File: config.mk
export PLATFORM = sky130hd
export DESIGN_NAME = vga_sync_receiver
export DESIGN_NICKNAME = d
export VERILOG_FILES = /design/src/rtl/vga_sync_receiver.sv
export SDC_FILE = /design/constraint.sdc
export NUM_CORES = 1
export LEC_CHECK = 0
export ABC_AREA = 1
export BUFFER_PORTS_ARGS = -buffer_cell sky130_fd_sc_hd__buf_2
export CELL_PAD_IN_SITES_DETAIL_PLACEMENT = 0
export CELL_PAD_IN_SITES_GLOBAL_PLACEMENT = 1
export CORE_MARGIN = 3
export CORE_UTILIZATION = 44
export CTS_CLUSTER_SIZE = 20
export DETAILED_ROUTE_END_ITERATION = 6
export PLACE_DENSITY = 0.81
export SYNTH_ARGS = -nofsm -noshare
export SYNTH_HDL_FRONTEND = slang
export SYNTH_SLANG_ARGS = --single-unit
File: constraint.sdc
create_clock -name clk -period 6 [get_ports clk]
set_input_delay 1.2 -clock clk [delete_from_list [all_inputs] [get_ports clk]]
set_output_delay 1.2 -clock clk [all_outputs]
set_load 0.02 [all_outputs]
File: src/rtl/vga_sync_receiver.sv
`timescale 1ns/1ps
`default_nettype none
// ============================================================================
// vga_sync_receiver : VGA timing sink; recovers counters, checks line/frame
// lengths and locks. Stats counters enabled by defining VGA_RX_STATS_EN.
// Revision: 1.0
// ============================================================================
module vga_sync_receiver #(
    parameter int HPIXELS     = 800,
    parameter int VLINES      = 521,
    parameter int HBP         = 144,
    parameter int HFP         = 784,
    parameter int VBP         = 31,
    parameter int VFP         = 511,
    parameter int LOCK_FRAMES = 2
) (
    input  logic       clk,
    input  logic       rst_n,
    input  logic       hsync,
    input  logic       vsync,
    input  logic [2:0] redin,
    input  logic [2:0] greenin,
    input  logic [1:0] bluein,
    output logic [9:0] x,
    output logic [9:0] y,
    output logic       pixel_valid,
    output logic [2:0] red,
    output logic [2:0] green,
    output logic [1:0] blue,
    output logic       frame_start,
    output logic       locked,
    output logic [7:0] err_count,
    output logic [9:0] meas_hlen,
    output logic [9:0] meas_vlen
);

    localparam logic [10:0] C_HPIX = 11'(HPIXELS);
    localparam logic [10:0] C_VLIN = 11'(VLINES);
    localparam logic [9:0]  C_HBP  = 10'(HBP);
    localparam logic [9:0]  C_HFP  = 10'(HFP);
    localparam logic [9:0]  C_VBP  = 10'(VBP);
    localparam logic [9:0]  C_VFP  = 10'(VFP);
    localparam logic [7:0]  C_LOCK = 8'(LOCK_FRAMES);
    localparam logic [9:0]  C_CMAX = 10'h3FF;

    typedef enum logic [1:0] {
        UNLOCKED = 2'd0,
        ACQUIRE  = 2'd1,
        LOCKED   = 2'd2
    } state_t;

    logic        hs_q, vs_q, vs_ls_q, fs_q;
    logic [7:0]  rgb_q;
    logic [9:0]  hcnt_q, hcnt_d, vcnt_q, vcnt_d;
    logic        vs_ls_d;
    logic [10:0] w_hcnt_p1, w_vcnt_p1;
    logic        w_hfall, w_vfall, w_fs, w_err;
    logic        w_e_hlen, w_e_htmo, w_e_vlen, w_e_vtmo, w_e_vsync;
    state_t      state_q, state_d;
    logic [7:0]  good_q, good_d;
    logic        w_win;

    // Edges are taken between the pins and the stage-1 history, so the
    // counter updated on the same edge is aligned with the registered sample.
    assign w_hfall   = !hsync && hs_q;
    assign w_vfall   = !vsync && vs_q;
    assign w_fs      = w_hfall && !vsync && vs_ls_q;
    assign w_hcnt_p1 = {1'b0, hcnt_q} + 11'd1;
    assign w_vcnt_p1 = {1'b0, vcnt_q} + 11'd1;

    assign w_e_hlen  = w_hfall && (w_hcnt_p1 != C_HPIX);
    assign w_e_htmo  = !w_hfall && (w_hcnt_p1 == C_HPIX);
    assign w_e_vlen  = w_fs && (w_vcnt_p1 != C_VLIN);
    assign w_e_vtmo  = w_hfall && !w_fs && (w_vcnt_p1 == C_VLIN);
    assign w_e_vsync = w_vfall && !w_hfall;
    assign w_err     = w_e_hlen | w_e_htmo | w_e_vlen | w_e_vtmo | w_e_vsync;

    always_comb begin
        hcnt_d  = (hcnt_q == C_CMAX) ? hcnt_q : w_hcnt_p1[9:0];
        vcnt_d  = vcnt_q;
        vs_ls_d = vs_ls_q;
        if (w_hfall) begin
            hcnt_d  = '0;
            vs_ls_d = vsync;
            if (w_fs) begin
                vcnt_d = '0;
            end else if (vcnt_q != C_CMAX) begin
                vcnt_d = w_vcnt_p1[9:0];
            end
        end
    end

    always_comb begin
        state_d = state_q;
        good_d  = good_q;
        case (state_q)
            UNLOCKED: begin
                if (w_fs) begin
                    state_d = ACQUIRE;
                    good_d  = '0;
                end
            end
            ACQUIRE: begin
                // An error always drops to UNLOCKED at once, so reaching a
                // frame start here implies the whole frame was clean.
                if (w_err) begin
                    state_d = UNLOCKED;
                end else if (w_fs) begin
                    good_d = good_q + 8'd1;
                    if (good_d == C_LOCK) begin
                        state_d = LOCKED;
                    end
                end
            end
            LOCKED: begin
                if (w_err) begin
                    state_d = UNLOCKED;
                end
            end
            default: state_d = UNLOCKED;
        endcase
    end

    always_ff @(posedge clk or negedge rst_n) begin
        if (!rst_n) begin
            hs_q    <= 1'b1;
            vs_q    <= 1'b1;
            vs_ls_q <= 1'b1;
            fs_q    <= 1'b0;
            rgb_q   <= '0;
            hcnt_q  <= '0;
            vcnt_q  <= '0;
            state_q <= UNLOCKED;
            good_q  <= '0;
        end else begin
            hs_q    <= hsync;
            vs_q    <= vsync;
            vs_ls_q <= vs_ls_d;
            fs_q    <= w_fs;
            rgb_q   <= {redin, greenin, bluein};
            hcnt_q  <= hcnt_d;
            vcnt_q  <= vcnt_d;
            state_q <= state_d;
            good_q  <= good_d;
        end
    end

    assign w_win = (state_q == LOCKED) &&
                   (hcnt_q >= C_HBP) && (hcnt_q < C_HFP) &&
                   (vcnt_q >= C_VBP) && (vcnt_q < C_VFP);

    always_ff @(posedge clk or negedge rst_n) begin
        if (!rst_n) begin
            x           <= '0;
            y           <= '0;
            pixel_valid <= 1'b0;
            red         <= '0;
            green       <= '0;
            blue        <= '0;
            frame_start <= 1'b0;
            locked      <= 1'b0;
        end else begin
            x           <= hcnt_q - C_HBP;
            y           <= vcnt_q - C_VBP;
            pixel_valid <= w_win;
            red         <= w_win ? rgb_q[7:5] : 3'd0;
            green       <= w_win ? rgb_q[4:2] : 3'd0;
            blue        <= w_win ? rgb_q[1:0] : 2'd0;
            frame_start <= fs_q;
            locked      <= (state_q == LOCKED);
        end
    end

`ifdef VGA_RX_STATS_EN
    logic [7:0] errc_q;
    logic [9:0] hlen_q, vlen_q;

    always_ff @(posedge clk or negedge rst_n) begin
        if (!rst_n) begin
            errc_q <= '0;
            hlen_q <= '0;
            vlen_q <= '0;
        end else begin
            if (w_hfall) begin
                hlen_q <= w_hcnt_p1[9:0];
            end
            if (w_fs) begin
                vlen_q <= w_vcnt_p1[9:0];
            end
            if ((state_q == LOCKED) && (state_d == UNLOCKED) && (errc_q != 8'hFF)) begin
                errc_q <= errc_q + 8'd1;
            end
        end
    end

    assign err_count = errc_q;
    assign meas_hlen = hlen_q;
    assign meas_vlen = vlen_q;
`else
    assign err_count = '0;
    assign meas_hlen = '0;
    assign meas_vlen = '0;
`endif

endmodule
`default_nettype wire
==> results.json <==
{
  "netlist.area_leader.share": 0.479,
  "fin_skew_ns": 0.0114,
  "dr_total_vias": 2681,
  "rsz0062_at_grt": "false",
  "grt-ovfl-total": 0,
  "use_met2": 0.237,
  "hpwl_um": 5040,
  "yosys-top-cells-area": "dfrtp_1, nand2_1, buf_4",
  "p_leak_nw": 2.09,
  "synthArstFlopShare": 1.00,
  "cp_max_fo": 13,
  "io_pins": 71,
  "portBuffers": 42,
  "maxSlewHeadroom": 0.582,
  "synth-main-ff-cell": "dfrtp_1",
  "synth_edf_count": 0,
  "syn_area_per_cell_sq_um": 8.73,
  "hold_path.class": "flop to flop",
  "fin_ws_ns": 3.63,
  "syn_inst": 419,
  "worstMarginPinSlew_ns": 0.627,
  "fmax_ghz": 0.422,
  "cts_repair_resize_count": 0,
  "min_period_ns": 2.37,
  "dp_slack_ns": 3.25,
  "cts_htree_levels": 3,
  "diodes": 0,
  "start_kind": "input port",
  "end_kind": "flop",
  "drive_gt1_frac": 0.209,
  "grt_pass1_vias": 2586,
  "antenna_found_initial": 0,
  "netlist_area_sq_um": 3660,
  "wl_per_cell_um": 12.3,
  "gp_congestion": 0.874,
  "clock-sinks": 73,
  "path_class": "input port to flop",
  "clockBufferDepth": 2,
  "layout.nets": 489,
  "cts_root_buffer": "clkbuf_8",
  "maxSlewViolCount": 0,
  "cts_tree": "yes",
  "nFillCells": 762,
  "ant_nets": 0,
  "drc": 0,
  "ir_worst_vdd_uv": 154,
  "cts.clk_slew.worst_paths_ns": 0.08,
  "fp.coreArea_sq_um": 7890,
  "power_density_nw_per_um2": 308,
  "row_count": 32,
  "clk-insertion-delay-late_ns": 0.35,
  "yosysSeqAreaShare": 0.500,
  "dr.pass1.iters": 4,
  "final_cell_mix": "nand2_1, dfrtp_1, inv_1",
  "finalHoldViolations": 0,
  "cap_violations": 0,
  "die_area_sq_um": 9440,
  "track_usage": 0.156,
  "start_util": 0.464,
  "fp.dieH_um": 97.2,
  "drt-total-wl_um": 7050,
  "yosys.cell_types.count": 33,
  "setup_viol": 0,
  "period_share": 0.395,
  "syn_to_final_growth_pct": 11.1,
  "use_met1": 0.215,
  "drt-vias-per-instance": 4.66,
  "arrival_ns": 2.61,
  "cts_buffers": 9,
  "timing.setup.tns_ns": 0,
  "synth.ff_latch_count": 73,
  "use_met3": 0.0373,
  "grt_max_degree": 51,
  "yosys.area.top_type": "dfrtp_1",
  "cts_setup_buffers": 0,
  "final_common_cell": "nand2_1",
  "drtIter0Drc": 146,
  "cts-hold-fix-buffers": 0,
  "status": "finished clean",
  "die_w_um": 97.2,
  "yosys_warnings": 0,
  "busiest_layer": "met2",
  "grt_pass1_wl_um": 12100,
  "required_ns": 6.23
}
logic make-up after synthesis:
kind of cell,after synthesis,synth area share
XOR/XNOR,14,0.0335
adder cells (fa/ha/maj),9,0.0308
buffers and inverters,92,0.129
AND/OR/NAND/NOR,193,0.242
flip-flops,73,0.500
other,1,0.00103
AO/OA/AOI/OAI,37,0.0626
synth_stat cells, types with 7 or more instances:
cell / instances
nand4_1: 8
o22ai_1: 7
inv_1: 54
o21ai_0: 12
nand2_1: 86
nor2_1: 41
nand3_1: 29
xor2_1: 13
o21ai_2: 7
buf_4: 29
dfrtp_1: 70
ha_1: 9
nand2_2: 12
cell type report:
| type | instances | area [sq um] | share of cell area |
|---|---|---|---|
| clock buffers | 9 | 124 | 0.0305 |
| multi-input cells | 281 | 1460 | 0.358 |
| flip-flops and latches | 73 | 1830 | 0.450 |
| inverters | 60 | 225 | 0.0554 |
| repair buffers | 43 | 218 | 0.0536 |
| well taps | 102 | 128 | 0.0314 |
| clock inverters | 7 | 83.8 | 0.0206 |
state kept, by name, indices dropped and copies added (netlist names):
register and count:
state_q 2, vs_q 1, blue 2, hcnt_q 10, fs_q 1, green 3
pixel_valid 1, locked 1, frame_start 1, y 10, vs_ls_q 1, x 10
hs_q 1, red 3, rgb_q 8, good_q 8, vcnt_q 10
metrics by stage:
step	hold slack, ns	instance area [sq um]	std cells	utilization	power, mW
floorplan	0.331	3760	446	-	0.796
global placement	0.333	3860	559	0.489	0.856
detailed placement	0.336	3860	559	0.489	0.857
CTS	0.356	4070	575	0.515	1.27
global route	0.360	4070	575	0.515	1.33
finish	0.356	4070	575	0.515	1.25
report_power, final:
| part | switching (mW) | total (mW) | internal, mW | leakage (nW) |
|---|---|---|---|---|
| clock | 0.206 | 0.407 | 0.201 | 0.103 |
| sequential | 0.0522 | 0.603 | 0.550 | 0.915 |
| combinational | 0.167 | 0.244 | 0.0770 | 1.08 |
| total | 0.426 | 1.25 | 0.828 | 2.09 |
routing by layer:
layer,vias up,share of wire
met5,-,0
met4,0,0.016
met3,11,0.046
met2,63,0.45
met1,1259,0.49
li1,1348,-
critical path: stages:
cell and delay (ns):
buf_2 0.12, nor2_4 0.24, inv_2 0.10, nor2_1 0.13, nand2_1 0.12, nand2_1 0.10
nand3_1 0.09, nand2_2 0.10, nand2_4 0.07, nand2_4 0.07, nand2_4 0.12, nand2_1 0.11
o21ai_2 0.05
final timing paths:
path / startpoint / endpoint / slack [ns] / depth (start not counted)
min in group asynchronous: rst_n / green[1] / 0.80 / 1
max in group asynchronous: rst_n / state_q[1] / 4.16 / 2
worst max-delay path: hsync / good_q[7] / 3.63 / 13
worst max register to register: hcnt_q[1] / good_q[0] / 3.80 / 15
worst min-delay path: fs_q / frame_start / 0.36 / 0
worst min register to register: fs_q / frame_start / 0.36 / 0
Power figures use the tool's default switching activity.
